[src/rtl/regfile_pkg.sv]
// Shared constants and helpers for the register-bank write-back path.
// Latency: n/a (package only).
// Backpressure: n/a (package only).
package regfile_pkg;

  localparam int WIDTH_DEF = 8;
  localparam int NREGS_DEF = 8;
  localparam int MAX_REGS  = 16;

  // One-hot decode of a register address; out-of-range addresses give all zeros
  // so a bad write never touches the bank.
  function automatic logic [MAX_REGS-1:0] onehot_dec(input logic [3:0] addr,
                                                     input logic [4:0] n);
    logic [MAX_REGS-1:0] res;
    res = '0;
    if ({1'b0, addr} < n) res[addr] = 1'b1;
    return res;
  endfunction

endpackage

[src/rtl/regfile_wb_arbiter_rr_arbiter.sv]
// Round-robin priority search over NREQ requesters with a rotating pointer.
// Latency: grant is combinational in the request cycle; pointer updates on the edge.
// Backpressure: en=0 suppresses all grants and freezes the pointer.
module rr_arbiter #(
  parameter  int NREQ = 3,
  localparam int IW   = $clog2(NREQ)
) (
  input  logic            clk,
  input  logic            rst,
  input  logic [NREQ-1:0] req,
  input  logic            en,
  output logic [NREQ-1:0] gnt,
  output logic [IW-1:0]   gnt_idx
);

  logic [IW-1:0] ptr_q;
  logic [IW-1:0] ptr_d;
  logic          found;

  // Scan upward from the pointer with wrap-around; first valid requester wins.
  always_comb begin
    gnt     = '0;
    gnt_idx = '0;
    found   = 1'b0;
    for (int k = 0; k < NREQ; k++) begin
      int j;
      j = int'(ptr_q) + k;
      if (j >= NREQ) j = j - NREQ;
      if (!found && req[j]) begin
        found   = 1'b1;
        gnt_idx = IW'(j);
      end
    end
    if (en && found) gnt[gnt_idx] = 1'b1;
  end

  // Next pointer: one past the granted requester, wrapping at NREQ.
  always_comb begin
    ptr_d = ptr_q;
    if (|gnt) begin
      if (gnt_idx == IW'(NREQ - 1)) ptr_d = '0;
      else                          ptr_d = gnt_idx + 1'b1;
    end
  end

  // Pointer register.
  always_ff @(posedge clk or posedge rst) begin
    if (rst) ptr_q <= '0;
    else     ptr_q <= ptr_d;
  end

endmodule

[src/rtl/regfile_wb_arbiter.sv]
// Shares the register-bank write-back port among NREQ requesters, round-robin.
// Latency: write accepted in cycle N drives reg_ce/reg_wdata during cycle N+1.
// Backpressure: hold=1 or no valid request -> req_ready all 0; issued writes still drain.
module regfile_wb_arbiter
  import regfile_pkg::*;
#(
  parameter int WIDTH = WIDTH_DEF,
  parameter int NREQ  = 3,
  parameter int NREGS = NREGS_DEF
) (
  input  logic                          clk,
  input  logic                          rst,
  input  logic                          hold,
  input  logic [NREQ-1:0]               req_valid,
  input  logic [NREQ*$clog2(NREGS)-1:0] req_addr,
  input  logic [NREQ*WIDTH-1:0]         req_data,
  output logic [NREQ-1:0]               req_ready,
  output logic [NREGS-1:0]              reg_ce,
  output logic [WIDTH-1:0]              reg_wdata,
  output logic [$clog2(NREQ)-1:0]       last_grant,
  output logic                          addr_err
);

  localparam int AW = $clog2(NREGS);
  localparam int IW = $clog2(NREQ);

  logic [NREQ-1:0]  gnt;
  logic [IW-1:0]    gnt_idx;
  logic             accept;
  logic [AW-1:0]    sel_addr;
  logic [WIDTH-1:0] sel_data;
  logic [3:0]       addr_ext;
  logic             oob;

  logic [NREGS-1:0] reg_ce_q, reg_ce_d;
  logic [WIDTH-1:0] reg_wdata_q;
  logic [IW-1:0]    last_grant_q;
  logic             addr_err_q;

  rr_arbiter #(.NREQ(NREQ)) u_arb (
    .clk     (clk),
    .rst     (rst),
    .req     (req_valid),
    .en      (~hold),
    .gnt     (gnt),
    .gnt_idx (gnt_idx)
  );

  // A grant is only ever raised for a valid requester, so grant == accept.
  assign req_ready = gnt;
  assign accept    = |gnt;

  // Select the winner's address/data and decode the target register.
  always_comb begin
    sel_addr = req_addr[int'(gnt_idx)*AW +: AW];
    sel_data = req_data[int'(gnt_idx)*WIDTH +: WIDTH];
    addr_ext = 4'(sel_addr);
    oob      = ({1'b0, addr_ext} >= 5'(NREGS));
    reg_ce_d = '0;
    if (accept) reg_ce_d = NREGS'(onehot_dec(addr_ext, 5'(NREGS)));
  end

  // Output registers; reset also discards a write accepted but not yet issued.
  always_ff @(posedge clk or posedge rst) begin
    if (rst) begin
      reg_ce_q     <= '0;
      reg_wdata_q  <= '0;
      last_grant_q <= '0;
      addr_err_q   <= 1'b0;
    end else begin
      reg_ce_q <= reg_ce_d;
      if (accept) begin
        reg_wdata_q  <= sel_data;
        last_grant_q <= gnt_idx;
        if (oob) addr_err_q <= 1'b1;
      end
    end
  end

  assign reg_ce     = reg_ce_q;
  assign reg_wdata  = reg_wdata_q;
  assign last_grant = last_grant_q;
  assign addr_err   = addr_err_q;

endmodule

[config.mk]
export PLATFORM = sky130hd
export DESIGN_NAME = regfile_wb_arbiter
export DESIGN_NICKNAME = d
export VERILOG_FILES = /design/src/rtl/regfile_pkg.sv /design/src/rtl/regfile_wb_arbiter_rr_arbiter.sv /design/src/rtl/regfile_wb_arbiter.sv
export SDC_FILE = /design/constraint.sdc
export NUM_CORES = 1
export LEC_CHECK = 0
export BUFFER_PORTS_ARGS = -buffer_cell sky130_fd_sc_hd__clkbuf_2
export CAP_MARGIN = 0
export CORE_UTILIZATION = 49
export CTS_CLUSTER_SIZE = 28
export DETAILED_ROUTE_END_ITERATION = 7
export PLACE_DENSITY_LB_ADDON = 0.05
export REMOVE_ABC_BUFFERS = 1
export SKIP_LAST_GASP = 1
export SLEW_MARGIN = 15
export SYNTH_ARGS = -nofsm -noshare
export SYNTH_HDL_FRONTEND = slang
export SYNTH_SLANG_ARGS = --single-unit
export TNS_END_PERCENT = 1
[constraint.sdc]
create_clock -name clk -period 3.6 [get_ports clk]
set_input_delay 0.72 -clock clk [delete_from_list [all_inputs] [get_ports clk]]
set_output_delay 0.72 -clock clk [all_outputs]
set_load 0.02 [all_outputs]
==> results.md <==
| Step | Metric | Value |
|:---|:---|:---|
| layout | Number of diodes | 0 |
| die | Horizontal die dimension | 52.48 µm |
| min path | Path category of the worst min-delay check | in2async |
| grt | Pin count of the biggest net entering global routing | 21 |
| critical path | Data arrival time at the worst-slack endpoint | 2540 ps |
| grt | Total gr overflow | 0 |
| critical path | CP Cell Sequence | inv_1 -> ha_1 -> mux2i_1 -> o21ai_1 -> nand4_2 -> mux2i_4 -> buf_4 -> nor2_1 -> clkbuf_2 |
| clock tree | # hold bufs at CTS | 0 |
| synthesis | Number of distinct standard cells referenced by the synthesized netlist | 35 |
| placement | RD Place Congestion | 0.8881 |
| routing | WL/cell | 13.42 µm |
| power and ir drop | Cell-internal power | 0.8074 mW |
| clock tree | Number of levels in the clock H-tree | 1 |
| sta | Setup violations, final | 0 |
| sta | Post-route clock skew | 1.965 ps |
| critical path | Type of the worst setup path | reg2out |
| synthesis | Post-Synthesis Cells | 131 |
| routing | Number of remaining DRC errors | 0 |
| layout | Ratio of cells with drive above 1 in the final layout | 0.3927 |
| synthesis | Yosys reg bits | 20 |
| synthesis | Post-synthesis instance area | 1249 µm² |
| sta | Max Slew Vio Count | 0 |
| die | Die footprint | 2754 µm² |
| grt | GRT Util Overall | 0.2372 |
| critical path | Number of cells on the worst reg-to-reg path | 10 |
| clock tree | Root Buffer | sky130_fd_sc_hd__clkbuf_4 |
| die | Core Rows | 17 |
| clock tree | TritonCTS clock tree | built |
| critical path | Flop-to-flop setup slack | 680 ps |
| clock tree | Total setup buffers inserted after CTS | 0 |
| critical path | Element type at the critical path start | register |
| die | Core area | 2297 µm² |
| routing | Via count | 1199 |
| critical path | Required time of the critical path | 2880 ps |
| routing | Remaining antenna violation count | 0 |
| run status | Outcome | completed |
| critical path | Category of cells accounting for the largest share of critical-path delay | multiplexers |
| die | Vert. Die Dim | 52.48 µm |
| grt | Via count of the first global-routing pass | 1162 |
| grt | Initial antenna violation count | 0 |
| critical path | Critical R2R Launch | u_arb.ptr_q[0] |
| sta | Post-route worst hold slack | 517.6 ps |
| routing | Routed vias/inst | 5.475 |
| job | Reported max-cap violation count | 0 |
| grt | Global-route wire length before repair | 4864 µm |
| critical path | Top fanout value on the critical path | 11 |
| sta | Slew @ Worst Pin | 748.9 ps |
| clock tree | TritonCTS Sinks | 20 |
| sta | Final setup TNS | 0 ps |
| power and ir drop | Switching fraction of total power | 0.4849 |
| power and ir drop | Reported leakage power | 0.8897 nW |
| sta | Final hold violation count | 0 |
| sta | Setup slack after layout | 337.2 ps |
| power and ir drop | Clk pwr share | 0.067 |
| routing | Sum of routed wire length over all layers | 2938 µm |
| die | Starting utilization of the core area | 0.5436 |
| clock tree | Inserted Clock Buffers | 3 |
| critical path | Worst Path Buf+Inv | 3 |
| critical path | Crit. End Element | output port |
| power and ir drop | Switching power of the nets | 0.7602 mW |
| power and ir drop | Worst VDD drop | 0.6199 mV |
| power and ir drop | Gate power share | 0.700 |
| sta | Worst slew margin | 0.5002 |
| die | Number of primary I/O pins | 61 |
| critical path | Worst path slowest cell | sky130_fd_sc_hd__dfrtp_1 |
| synthesis | Post-synthesis area per instance | 9.532 µm² |
| routing | 1st-pass router iterations | 4 |
| power and ir drop | Areal power density over the cells | 977.3 nW/µm² |
| synthesis | Number of warnings reported in the yosys synthesis log | 0 |
| sta | Setup repair after global routing missed its margin | no |
| clock tree | Clock slew at the register clock pins of the worst setup and hold paths | 110 ps |
| power and ir drop | Power share of the sequential group | 0.233 |
| clock tree | Post-CTS resize count | 0 |
| placement | Worst slack at placement | 663.9 ps |
| sta | Final critical-path required period | 3263 ps |
| layout | Layout area overhead | 28.46% |
| routing | Violation count after the first detailed-route iteration | 15 |
| critical path | Endpoint of the worst-slack reg-to-reg timing path | reg_ce[0] |
| placement | Count of buffers inserted at the top-level ports | 59 |
| placement | Hpwl dp | 2366 µm |
| synthesis | Post-synthesis sequential area ratio | 0.4008 |
| layout | Final Net Count | 236 |
| clock tree | Buffer levels on the longest clock path | 2 |
| sta | Ratio of final minimum period to clock period | 0.9063 |
| clock tree | Clock Latency Late Sink | 290 ps |
| critical path | CP peak stage delay | 430 ps |
| sta | Maximum operating frequency | 306.5 MHz |
[worst reg2reg max path: stages (launching register included)]
cell and delay (ps):
sky130_fd_sc_hd__dfrtp_1 430, sky130_fd_sc_hd__inv_1 100, sky130_fd_sc_hd__ha_1 340, sky130_fd_sc_hd__mux2i_1 270, sky130_fd_sc_hd__o21ai_1 130, sky130_fd_sc_hd__nand4_2 120, sky130_fd_sc_hd__mux2i_4 380, sky130_fd_sc_hd__buf_4 260
sky130_fd_sc_hd__mux2_4 320, sky130_fd_sc_hd__mux2_4 280, sky130_fd_sc_hd__nor3_1 210
[power by group through the flow]
stage	Clock, mW	Combinational [mW]	Sequential [mW]
after floorplan	0	0.699	0.466
after global placement	0	1.07	0.367
after detailed placement	0	1.10	0.370
after CTS	0.107	1.10	0.367
after global routing	0.113	1.20	0.377
final	0.105	1.10	0.365
[stage by stage]
step / utilization / total power [mW] / instance area, µm² / instances
after floorplan: - / 1.165 / 1221 / 125
after global placement: 0.6885 / 1.435 / 1582 / 216
after detailed placement: 0.6885 / 1.468 / 1582 / 216
after CTS: 0.6983 / 1.572 / 1604 / 219
after global routing: 0.6983 / 1.693 / 1604 / 219
final: 0.6983 / 1.568 / 1604 / 219
[cell usage in the layout (no fill, tap or decap), types with 4 or more instances in the layout]
cell / netlist / final
sky130_fd_sc_hd__clkbuf_2: 0 / 59
sky130_fd_sc_hd__dfrtp_1: 20 / 20
sky130_fd_sc_hd__a21oi_1: 14 / 14
sky130_fd_sc_hd__nor2_1: 14 / 14
sky130_fd_sc_hd__mux2i_1: 10 / 10
sky130_fd_sc_hd__nor3_1: 9 / 9
sky130_fd_sc_hd__o22ai_1: 8 / 8
sky130_fd_sc_hd__inv_1: 6 / 6
sky130_fd_sc_hd__nand2_1: 5 / 5
sky130_fd_sc_hd__and3_1: 4 / 4
sky130_fd_sc_hd__mux2_4: 4 / 4
sky130_fd_sc_hd__ha_1: 4 / 4
sky130_fd_sc_hd__buf_4: 1 / 4
[logic make-up after synthesis]
group,count (synthesis),share of synthesized area
buffers and inverters,12,0.04007
AO/OA/AOI/OAI,37,0.1904
flip-flops,20,0.4008
multiplexers,17,0.1643
adder cells (fa/ha/maj),4,0.04008
other,1,0.003003
AND/OR/NAND/NOR,40,0.1613
[layout make-up]
cell class	instances	area, µm²
clock buffers	3	22.52
fillers	215	693.2
inverters	6	22.52
multi-input cells	99	698.2
flip-flops and latches	20	500.5
well taps	28	35.03
repair buffers	63	325.3
[cells in the mapped netlist (all sizes together)]
library cell / number / area share
and3b: 1 / 0.0070
nor2b: 3 / 0.015
buf: 2 / 0.010
nand3b: 1 / 0.0060
o21bai: 2 / 0.015
a21o: 3 / 0.018
o21ai: 3 / 0.012
o21a: 2 / 0.012
and3: 4 / 0.020
ha: 4 / 0.040
mux2: 6 / 0.066
nor3: 9 / 0.036
mux2i: 11 / 0.098
o22ai: 8 / 0.040
a211oi: 1 / 0.0060
a21oi: 14 / 0.056
conb: 1 / 0.0030
or2: 1 / 0.0050
clkbuf: 4 / 0.012
dfrtp: 20 / 0.40
nand2: 5 / 0.015
nand2b: 1 / 0.0050
a31oi: 1 / 0.0050
a2111oi: 2 / 0.019
nor2: 14 / 0.042
o22a: 1 / 0.0070
nand4: 1 / 0.010
inv: 6 / 0.018
[registers in the layout (all words and copies together) (netlist names)]
register	cells
reg_ce	8
reg_wdata	8
last_grant	2
u_arb.ptr_q	2
[routing by layer]
metal / global-route usage / wire [µm]
met1: 0.3016 / 1318
met2: 0.4051 / 1441
met3: 0.03768 / 168
met4: 0.07895 / 9
met5: 0 / 0
[worst max path at each step]
stage | start | end | cells past startpoint | slack [ps]
2_1_floorplan | u_arb.ptr_q[0] | req_ready[0] | 7 | 670
3_3_place_gp | req_valid[1] | req_ready[1] | 8 | 720
3_5_place_dp | u_arb.ptr_q[0] | req_ready[1] | 9 | 660
4_1_cts | u_arb.ptr_q[0] | req_ready[1] | 9 | 330
5_1_grt | u_arb.ptr_q[0] | req_ready[1] | 9 | 140
6_report | u_arb.ptr_q[0] | req_ready[1] | 9 | 340
Power figures use the tool's default switching activity.
